<file path="config.mk">
export PLATFORM = sky130hd
export DESIGN_NAME = asic_function_interface_ctrl
export DESIGN_NICKNAME = d
export VERILOG_FILES = /design/src/rtl/asic_function_interface_ctrl.sv
export SDC_FILE = /design/constraint.sdc
export NUM_CORES = 1
export LEC_CHECK = 0
export CORE_ASPECT_RATIO = 0.8
export CORE_MARGIN = 2
export CORE_UTILIZATION = 50
export CTS_BUF_LIST = sky130_fd_sc_hd__clkbuf_8
export DETAILED_ROUTE_END_ITERATION = 7
export GPL_TIMING_DRIVEN = 1
export PLACE_DENSITY = 0.7
export SLEW_MARGIN = 15
export SYNTH_ARGS = -nofsm -noshare
export SYNTH_HDL_FRONTEND = slang
export SYNTH_SLANG_ARGS = --single-unit
</file>
<file path="constraint.sdc">
create_clock -name clk -period 9.2 [get_ports clk]
set_input_delay 1.84 -clock clk [delete_from_list [all_inputs] [get_ports clk]]
set_output_delay 1.84 -clock clk [all_outputs]
set_load 0.05 [all_outputs]
</file>
<file path="src/rtl/asic_function_interface_ctrl.sv">
// Serial transaction controller: shifts a 32-bit operand out to an external ASIC,
// waits (bounded) for its ready flag, then shifts the 32-bit result back in.
module asic_function_interface_ctrl #(
  parameter int CLK_DIV        = 4,
  parameter int TIMEOUT_CYCLES = 4096
) (
  input  logic        clk,
  input  logic        rst,
  input  logic        start,
  input  logic [31:0] asic_data_out,
  output logic [31:0] asic_data_in,
  output logic        done,
  output logic        busy,
  output logic        timeout_err,
  output logic        asic_cs_n,
  output logic        asic_sclk,
  output logic        asic_mosi,
  input  logic        asic_miso,
  input  logic        asic_ready
);

  typedef enum logic [2:0] {
    IDLE,
    SHIFT_OUT,
    WAIT_READY,
    SHIFT_IN,
    DONE
  } state_t;

  localparam int                WAIT_W    = (TIMEOUT_CYCLES > 2) ? $clog2(TIMEOUT_CYCLES) : 1;
  localparam logic [7:0]        DIV_LAST  = 8'(CLK_DIV - 1);
  localparam logic [WAIT_W-1:0] WAIT_LAST = WAIT_W'(TIMEOUT_CYCLES - 1);

  state_t            state_q;
  logic [7:0]        div_q;
  logic              sclk_q;
  logic [5:0]        bit_cnt_q;
  logic [WAIT_W-1:0] wait_q;
  logic [31:0]       tx_q;
  logic [31:0]       rx_q;
  logic [31:0]       data_in_q;
  logic              done_q;
  logic              timeout_q;
  logic              cs_n_q;
  logic              ready_meta_q;
  logic              ready_sync_q;

  logic              div_wrap;
  logic [7:0]        div_d;

  assign div_wrap = (div_q == DIV_LAST);
  assign div_d    = div_wrap ? 8'd0 : div_q + 8'd1;

  // NOTE: every register, including the shift registers, is reset so an abort
  // leaves no stale operand or partial result visible to software.
  always_ff @(posedge clk or posedge rst) begin
    if (rst) begin
      state_q      <= IDLE;
      div_q        <= '0;
      sclk_q       <= 1'b0;
      bit_cnt_q    <= '0;
      wait_q       <= '0;
      tx_q         <= '0;
      rx_q         <= '0;
      data_in_q    <= '0;
      done_q       <= 1'b0;
      timeout_q    <= 1'b0;
      cs_n_q       <= 1'b1;
      ready_meta_q <= 1'b0;
      ready_sync_q <= 1'b0;
    end else begin
      // NOTE: non-blocking assignments throughout, so every branch reads the
      // pre-edge values of the state it is updating.
      ready_meta_q <= asic_ready;
      ready_sync_q <= ready_meta_q;

      case (state_q)
        IDLE, DONE: begin
          if (start) begin
            tx_q      <= asic_data_out;
            done_q    <= 1'b0;
            timeout_q <= 1'b0;
            cs_n_q    <= 1'b0;
            div_q     <= '0;
            sclk_q    <= 1'b0;
            bit_cnt_q <= '0;
            state_q   <= SHIFT_OUT;
          end
        end

        SHIFT_OUT: begin
          div_q <= div_d;
          if (div_wrap) begin
            sclk_q <= ~sclk_q;
            // Falling SCLK: the ASIC has sampled the current bit, present the next.
            if (sclk_q) begin
              tx_q      <= {tx_q[30:0], 1'b0};
              bit_cnt_q <= bit_cnt_q + 6'd1;
              if (bit_cnt_q == 6'd31) begin
                wait_q  <= '0;
                state_q <= WAIT_READY;
              end
            end
          end
        end

        WAIT_READY: begin
          if (ready_sync_q) begin
            div_q     <= '0;
            sclk_q    <= 1'b0;
            bit_cnt_q <= '0;
            rx_q      <= '0;
            state_q   <= SHIFT_IN;
          end else if (wait_q == WAIT_LAST) begin
            timeout_q <= 1'b1;
            done_q    <= 1'b1;
            cs_n_q    <= 1'b1;
            state_q   <= DONE;
          end else begin
            wait_q <= wait_q + 1'b1;
          end
        end

        SHIFT_IN: begin
          div_q <= div_d;
          if (div_wrap) begin
            if (!sclk_q) begin
              sclk_q    <= 1'b1;
              rx_q      <= {rx_q[30:0], asic_miso};
              bit_cnt_q <= bit_cnt_q + 6'd1;
            end else begin
              sclk_q <= 1'b0;
              if (bit_cnt_q == 6'd32) begin
                data_in_q <= rx_q;
                done_q    <= 1'b1;
                cs_n_q    <= 1'b1;
                state_q   <= DONE;
              end
            end
          end
        end

        default: state_q <= IDLE;
      endcase
    end
  end

  assign asic_data_in = data_in_q;
  assign done         = done_q;
  assign timeout_err  = timeout_q;
  assign asic_cs_n    = cs_n_q;
  assign asic_sclk    = sclk_q;
  assign asic_mosi    = (state_q == SHIFT_OUT) && !cs_n_q && tx_q[31];
  assign busy         = (state_q == SHIFT_OUT) || (state_q == WAIT_READY) || (state_q == SHIFT_IN);

endmodule

</file>
==> results of run 1 <==
## cells in the mapped netlist (6+ instances only)
master    number  share of area [%]
clkbuf_1      15               0.92
nand3_1        7               0.58
dfrtp_1      130                 53
a21o_1         6               0.74
nor2_1        42                2.6
mux2i_1       31                5.1
o21ai_0       63                5.2
a21oi_1       37                3.0
nor3_1         7               0.58
buf_2         10               0.82
and3_1        10                1.0
mux2_4        30                7.4
nand2_1       91                5.6
## registers in the layout, summed over array words and instances, names as in the netlist
signal,count
done,1
asic_cs_n,1
state_q,3
div_q,8
ready_sync_q,1
rx_q,32
asic_sclk,1
asic_data_in,32
wait_q,12
timeout_err,1
tx_q,32
ready_meta_q,1
bit_cnt_q,6
## power by group through the flow
stage | clock (uW) | combinational [uW] | sequential (uW)
6_report | 451 | 603 | 790
3_5_place_dp | 0 | 607 | 798
5_1_grt | 489 | 676 | 809
3_3_place_gp | 0 | 585 | 793
4_1_cts | 462 | 609 | 788
2_1_floorplan | 0 | 472 | 792
## per-layer routing
layer / track usage, % / part of all wire, % / vias up
met5: 0 / 0 / -
met4: 5.58 / 0.92 / 0
met3: 3.94 / 4.5 / 9
met2: 29.7 / 46 / 109
met1: 27.7 / 49 / 2051
li1: - / - / 2105
## how the worst max path moves through the flow
stage | endpoint | depth (start not counted)
2_1_floorplan | asic_data_in[0] | 1
3_3_place_gp | busy | 4
3_5_place_dp | bit_cnt_q[5] | 5
4_1_cts | busy | 4
5_1_grt | busy | 4
6_report | busy | 4
## area by class of cell
type | count | area share (%)
tap | 152 | 2.63
timing repair buffer | 79 | 10.8
sequential | 131 | 45.4
clock inverter | 12 | 1.32
multi-input combinational | 395 | 35.7
inverter | 5 | 0.295
clock buffer | 20 | 3.81
## cells by family (layout without fill, tap and decap cells)
group / after synthesis / count (layout) / share of synthesized area, %
AND/OR/NAND/NOR: 194 / 194 / 15.6
multiplexers: 63 / 63 / 12.9
AO/OA/AOI/OAI: 130 / 130 / 12.2
adder cells (fa/ha/maj): 4 / 4 / 0.822
XOR/XNOR: 4 / 4 / 0.575
flip-flops: 131 / 131 / 53.9
buffers and inverters: 40 / 116 / 4.09
## worst max-delay path: stages, from the launching register on
cell and delay, ns:
dfrtp_1 0.63, nor2b_1 0.40, nand2b_1 0.17, nand2_1 0.12
clkdlybuf4s50_1 0.81
## metrics by stage
stage | util, % | hold WS (ns) | power (uW) | instances
after global routing | 60.0 | 0.358 | 1970 | 794
after global placement | 56.9 | 0.333 | 1380 | 762
after floorplan | - | 0.331 | 1260 | 566
final | 60.0 | 0.350 | 1840 | 794
after detailed placement | 56.9 | 0.335 | 1410 | 762
after CTS | 60.0 | 0.351 | 1860 | 794
==> results.yml, run 1 <==
setup_path:
  start_kind: "flop"
  r2r_end: "asic_data_in[30]"
  r2r_cells: 5
  rr_startpoint: "state_q[0]"
  criticalPathCategory: "reg2out"
  cp.arrival_ns: 2.55
  critPathLaunch: "state_q[1]"
  critPathRequiredTime_ns: 7.36
  rrSetupSlack_ns: 6.22
  critPathMaxFanout: 14
  cp-end-kind: "primary output"
floorplanning:
  start_util_pct: 50.6
  core_um2: 12000
  die_y_um: 103
  ios: 75
  fp-row-count: 36
  die_area_um2: 13100
  die_x_um: 127
global_routing:
  grt.overflow.total: 0
  grt_max_degree: 68
  grt_pass1_wl_mm: 20.1
  antenna_found_initial: 0
  grt_usage_pct: 19.2
  grt_pass1_vias: 4022
min_path:
  min_to: "ready_sync_q"
  min-delay-start: "ready_meta_q"
  hold_path_class: "reg2reg"
  hold_depth: 0
clock_tree:
  cts_buffers: 17
  post_cts_buffers: 0
  clock-sinks: 131
  path_clk_slew_ns: 0.07
  cts_tree: "done"
  htreeDepth: 4
  worstSkewPairLatency_ns: 0.43
  holdBufCountCts: 0
  cts_buffer_depth: 2
  cts_resized: 0
  root_buffer: "clkbuf_8"
cells_and_area:
  fin_nets: 670
  layout_common_cells: "dfrtp_1 (130), nand2_1 (91), clkdlybuf4s50_1 (74)"
  mostFrequentLayoutCell: "dfrtp_1"
  area_delta_synth_final_pct: 18.6
  antennaDiodeCount: 0
  fillers: 972
  multiInputGateArea_um2: 2580
  drive_gt1_share_pct: 12.5
  regArea_um2: 3280
  fin_area_um2: 7220
timing:
  setup_viol: 0
  slew_viol_final: 0
  skew_ns: 0.0126
  final.setup.worst_slack_ns: 4.81
  tightest_slew_ns: 1.05
  period_needed_ns: 4.39
  fmax_ghz: 0.228
  fin_crit_sh_pct: 47.7
  max_slew_margin_pct: 30.0
  hold_violations: 0
  rsz0062_at_grt: "false"
  setup_tns_ns: 0
synth:
  syn-num-nets: 607
  synth_ff_type: "dfrtp_1"
  async_flop_share_pct: 100
  synth_warnings: 0
  syn-instance-count: 566
  synth_seq_area_share_pct: 53.9
  syn_area_per_cell_um2: 10.8
  syn-cell-area_um2: 6090
  ys_types: 58
  synth-seq-cells: 131
  synth-edff-count: 0
route:
  viasPerCell: 5.38
  wl_mm: 12.0
  ant_nets: 0
  dr.pass1.iters: 5
  drc: 0
  drtIter0Drc: 336
  wl_per_cell_um: 15.1
  dr_total_vias: 4274
place:
  io_buffer_count: 74
  pre_cts_slack_ns: 5.29
  gp_congestion: 0.809
  placed_area_um2: 6850
  dp_hpwl_mm: 7.77
power_and_ir_drop:
  switching_power_uw: 681
  p_seq_share_pct: 42.9
  switching_share_pct: 36.9
  ir_worst_vdd_v: 0.000147
  p_leak_uw: 0.00315
  clockPowerShare_pct: 24.4
  pwr_density_cell_nw_per_um2: 255
  comb_power_share_pct: 32.7
  p_int_uw: 1160
flow_run:
  drv_cap: 0
outcome:
  status: "finished, final reports clean"
Note: power is estimated with default switching activity, not from simulation.
==> run 2: changes to the inputs <==
Settings changed: PLACE_DENSITY 0.7 to 0.73.
Clock period 9.2 ns to 3.7 ns, I/O delays scaled along.
==> results.yml, run 2 (synthesis gave the netlist of run 1 again) <==
min_path:
  min-delay-start: "ready_meta_q"
  hold_path_class: "reg2reg"
  hold_depth: 0
  min_to: "ready_sync_q"
timing:
  fmax_ghz: 0.304
  tightest_slew_ns: 1.02
  setup_tns_ns: 0
  final.setup.worst_slack_ns: 0.412
  skew_ns: 0.0163
  fin_crit_sh_pct: 88.9
  setup_viol: 0
  rsz0062_at_grt: "false"
  slew_viol_final: 0
  hold_violations: 0
  max_slew_margin_pct: 32.0
  period_needed_ns: 3.29
global_routing:
  antenna_found_initial: 0
  grt_pass1_wl_mm: 20.3
  grt_usage_pct: 19.5
  grt_pass1_vias: 4158
  grt.overflow.total: 0
  grt_max_degree: 132
setup_path:
  cp-end-kind: "primary output"
  critPathMaxFanout: 14
  rrSetupSlack_ns: 1.09
  cp.arrival_ns: 2.55
  start_kind: "flop"
  criticalPathCategory: "reg2out"
  r2r_cells: 6
  critPathRequiredTime_ns: 2.96
  r2r_end: "asic_data_in[31]"
  rr_startpoint: "div_q[0]"
power_and_ir_drop:
  pwr_density_cell_nw_per_um2: 655
  p_leak_uw: 0.00318
  total_power_uw: 4790
  ir_worst_vdd_v: 0.000324
floorplanning:
  fp-row-count: 36
  die_x_um: 127
  ios: 75
  die_area_um2: 13100
  die_y_um: 103
  start_util_pct: 50.6
  core_um2: 12000
clock_tree:
  holdBufCountCts: 0
  path_clk_slew_ns: 0.08
  root_buffer: "clkbuf_8"
  cts_resized: 0
  post_cts_buffers: 0
  cts_buffer_depth: 2
  clock-sinks: 131
  cts_buffers: 17
  htreeDepth: 4
  worstSkewPairLatency_ns: 0.43
  cts_tree: "done"
place:
  placed_area_um2: 6880
  gp_congestion: 0.838
  io_buffer_count: 74
  dp_hpwl_mm: 7.81
  pre_cts_slack_ns: 0.858
cells_and_area:
  drive_gt1_share_pct: 13.2
  antennaDiodeCount: 0
  area_delta_synth_final_pct: 20.1
  fin_area_um2: 7320
  mostFrequentLayoutCell: "dfrtp_1"
  layout_common_cells: "dfrtp_1 (130), nand2_1 (91), clkdlybuf4s50_1 (74)"
  fin_nets: 671
route:
  dr.pass1.iters: 4
  wl_mm: 12.0
  dr_total_vias: 4223
  viasPerCell: 5.31
  ant_nets: 0
  drtIter0Drc: 337
  drc: 0
  wl_per_cell_um: 15.1
flow_run:
  drv_cap: 0
outcome:
  status: "finished, final reports clean"
[run 2: cell types whose count changed in the layout (fill, tap and decap cells not counted), sizes merged]
cell      delta
clkinvlp     -1
inv          -1
bufinv       +2
clkbuf       -1
clkinv       +1
buf          +1
[run 2: cell type report]
cell class                      instances  area (um^2)
Inverter                                5         22.5
Clock buffer                           19          262
Sequential cell                       131         3280
Clock inverter                         13          171
Multi-Input combinational cell        395         2580
Timing Repair Buffer                   80          811
Fill cell                             994         4710
Tap cell                              152          190
[run 2: where the power goes]
group          internal, uW  total, uW  leakage [uW]  switching (uW)
logic                   600       1510       0.00126             906
registers              1720       1970       0.00170             248
clock network           716       1320      0.000219             601
[run 2: per-layer routing]
layer | vias to the layer above | track usage [%] | wire length, um
li1 | 2091 | - | -
met1 | 2059 | 27.4 | 5900
met2 | 67 | 29.6 | 5570
met3 | 6 | 4.72 | 466
met4 | 0 | 7.19 | 67
met5 | - | 0 | 0
[run 2: critical path, stage by stage (launching register included)]
cell	delay, ns
dfrtp_1	0.64
nor2b_1	0.39
nand2b_1	0.15
nand2_1	0.11
clkdlybuf4s50_1	0.82
[run 2: worst max path at each step]
stage / from / to / cells after the start
after detailed placement: start / bit_cnt_q[5] / 5
final: state_q[1] / busy / 4
after CTS: state_q[1] / busy / 4
after floorplan: rst / asic_data_in[0] / 1
after global routing: state_q[1] / busy / 4
after global placement: state_q[1] / busy / 4
[run 2: per-stage QoR]
| step | hold WS, ns | utilization [%] | cells |
|---|---|---|---|
| after global placement | 0.334 | 57.2 | 763 |
| after global routing | 0.366 | 60.8 | 795 |
| after detailed placement | 0.339 | 57.2 | 763 |
| final | 0.362 | 60.8 | 795 |
| after floorplan | 0.331 | - | 566 |
| after CTS | 0.361 | 60.8 | 795 |
==> run 3: changes to the inputs <==
Settings changed: ABC_AREA set to 1, CORE_MARGIN 2 to unset.
==> results.yml, run 3 <==
route:
  wl_mm: 12.2
  wl_per_cell_um: 11.9
  dr_total_vias: 5084
  dr.pass1.iters: 5
  drtIter0Drc: 357
  drc: 0
  viasPerCell: 4.96
  ant_nets: 0
synth:
  syn-cell-area_um2: 6230
  yosysMostFrequentCell: "nand2_1"
  syn-num-nets: 833
  ys_top_cells_by_count: "nand2_1 (229), o21ai_0 (137), dfrtp_1 (130), inv_1 (98), nor2_1 (65)"
  synth_largest_area_cell: "dfrtp_1"
  synth-edff-count: 0
  synth_seq_area_share_pct: 52.6
  synth_warnings: 0
  async_flop_share_pct: 100
  syn_area_per_cell_um2: 7.87
  synth.top_cell.area_share_pct: 52.2
  synth-seq-cells: 131
  synth_area_leaders: "dfrtp_1 (52%), nand2_1 (14%), o21ai_0 (11%)"
  synth_ff_type: "dfrtp_1"
  ys_types: 29
  syn-instance-count: 792
timing:
  hold_violations: 0
  skew_ns: 0.00837
  fin_crit_sh_pct: 81.2
  setup_tns_ns: 0
  tightest_slew_ns: 1.08
  whs_ns: 0.362
  max_slew_margin_pct: 27.9
  rsz0062_at_grt: "false"
  fmax_ghz: 0.333
  period_needed_ns: 3.01
  slew_viol_final: 0
  setup_viol: 0
floorplanning:
  start_util_pct: 51.3
  ios: 75
  die_x_um: 127
  core_um2: 12200
  die_y_um: 102
  die_area_um2: 12900
  fp-row-count: 36
setup_path:
  cp-end-kind: "primary output"
  cpPeakStageDelay_ns: 0.82
  cp.arrival_ns: 2.27
  slowest_stage: "clkdlybuf4s50_1"
  critical-path-top-delay-family: "buffers and inverters"
  critPathRequiredTime_ns: 2.96
  crit_chain: "inv_2 > nand2_2 > nor2_4 > nand2_1 > nor2_1 > clkdlybuf4s50_1"
  critPathMaxFanout: 12
  criticalPathCategory: "reg2out"
  crit_buf_inv: 2
  start_kind: "flop"
clock_tree:
  holdBufCountCts: 0
  cts_buffers: 17
  cts_tree: "done"
  path_clk_slew_ns: 0.07
  cts_resized: 0
  post_cts_buffers: 0
  clock-sinks: 131
  worstSkewPairLatency_ns: 0.44
  root_buffer: "clkbuf_8"
  cts_buffer_depth: 2
  htreeDepth: 4
cells_and_area:
  antennaDiodeCount: 0
  drive_gt1_share_pct: 9.16
  mostFrequentLayoutCell: "nand2_1"
  fin_nets: 901
  area_delta_synth_final_pct: 20.2
  final_util_pct: 61.6
  layout_common_cells: "nand2_1 (229), o21ai_0 (137), dfrtp_1 (130)"
global_routing:
  use_met3_pct: 5.39
  grt.busiest_layer: "met2"
  grt_max_degree: 65
  grt_pass1_wl_mm: 21.1
  antenna_found_initial: 0
  grt_pass1_vias: 4647
  grt.overflow.total: 0
  grt_util_met1_pct: 28.3
  met2_usage_pct: 31.5
  grt_usage_pct: 20.7
min_path:
  hold_path_class: "reg2reg"
power_and_ir_drop:
  ir_worst_vdd_v: 0.000538
  total_power_uw: 4940
  pwr_density_cell_nw_per_um2: 659
  p_leak_uw: 0.00347
place:
  io_buffer_count: 74
  dp_hpwl_mm: 8.33
  gp_congestion: 0.845
outcome:
  status: "finished, final reports clean"
flow_run:
  drv_cap: 0
## run 3: cell types whose count changed after synthesis, moves of 6 or more
cell	previous run	this run
mux2i_1	31	0
mux2_4	30	0
inv_1	5	98
o21ai_0	63	137
nand3_1	7	29
nand2_1	91	229
a21oi_1	37	1
a21o_1	6	0
or2_2	0	31
nor2_1	42	65
and3_1	10	0
## run 3: report_power, final
part / switching (uW) / internal [uW] / leakage (uW)
sequential: 176 / 1710 / 0.00176
clock: 533 / 689 / 0.000219
combinational: 1260 / 568 / 0.00149
total: 1970 / 2970 / 0.00347
## run 3: worst paths after layout
path | startpoint | endpoint | slack, ns | depth (start not counted)
max in group asynchronous | rst | asic_data_in[3] | 2.20 | 3
setup / recovery | state_q[2] | asic_mosi | 0.69 | 6
min in group asynchronous | rst | asic_data_in[21] | 0.81 | 2
setup reg to reg | div_q[0] | rx_q[15] | 1.27 | 8
hold reg to reg | ready_meta_q | ready_sync_q | 0.36 | 0
hold / removal | ready_meta_q | ready_sync_q | 0.36 | 0
## run 3: area by class of cell
type                       instances  area, um^2
inverter                         102         387
clock buffer                      19         262
multi-input combinational        529        2430
clock inverter                    13         143
tap                              152         190
fill                            1045        4670
timing repair buffer              79         803
sequential                       131        3280
## run 3: cell families after synthesis
| logic type | Yosys count | synth area share, % |
|---|---|---|
| buf+inv | 132 | 8.49 |
| fa+ha+maj | 4 | 0.803 |
| simple gates | 370 | 25.0 |
| xor+xnor | 9 | 1.26 |
| compound gates | 146 | 11.8 |
| flops | 131 | 52.6 |
## run 3: through the flow
step	setup slack (ns)	std cells	area, um^2
detailed placement	1.17	993	7090
global route	0.547	1025	7490
global placement	1.19	993	7090
floorplan	1.31	792	6240
finish	0.695	1025	7490
CTS	0.661	1025	7490
## run 3: per-layer routing
layer	routed length, um	up-vias
met5	0	-
li1	-	2603
met2	5490	126
met1	5990	2331
met3	525	24
met4	237	0
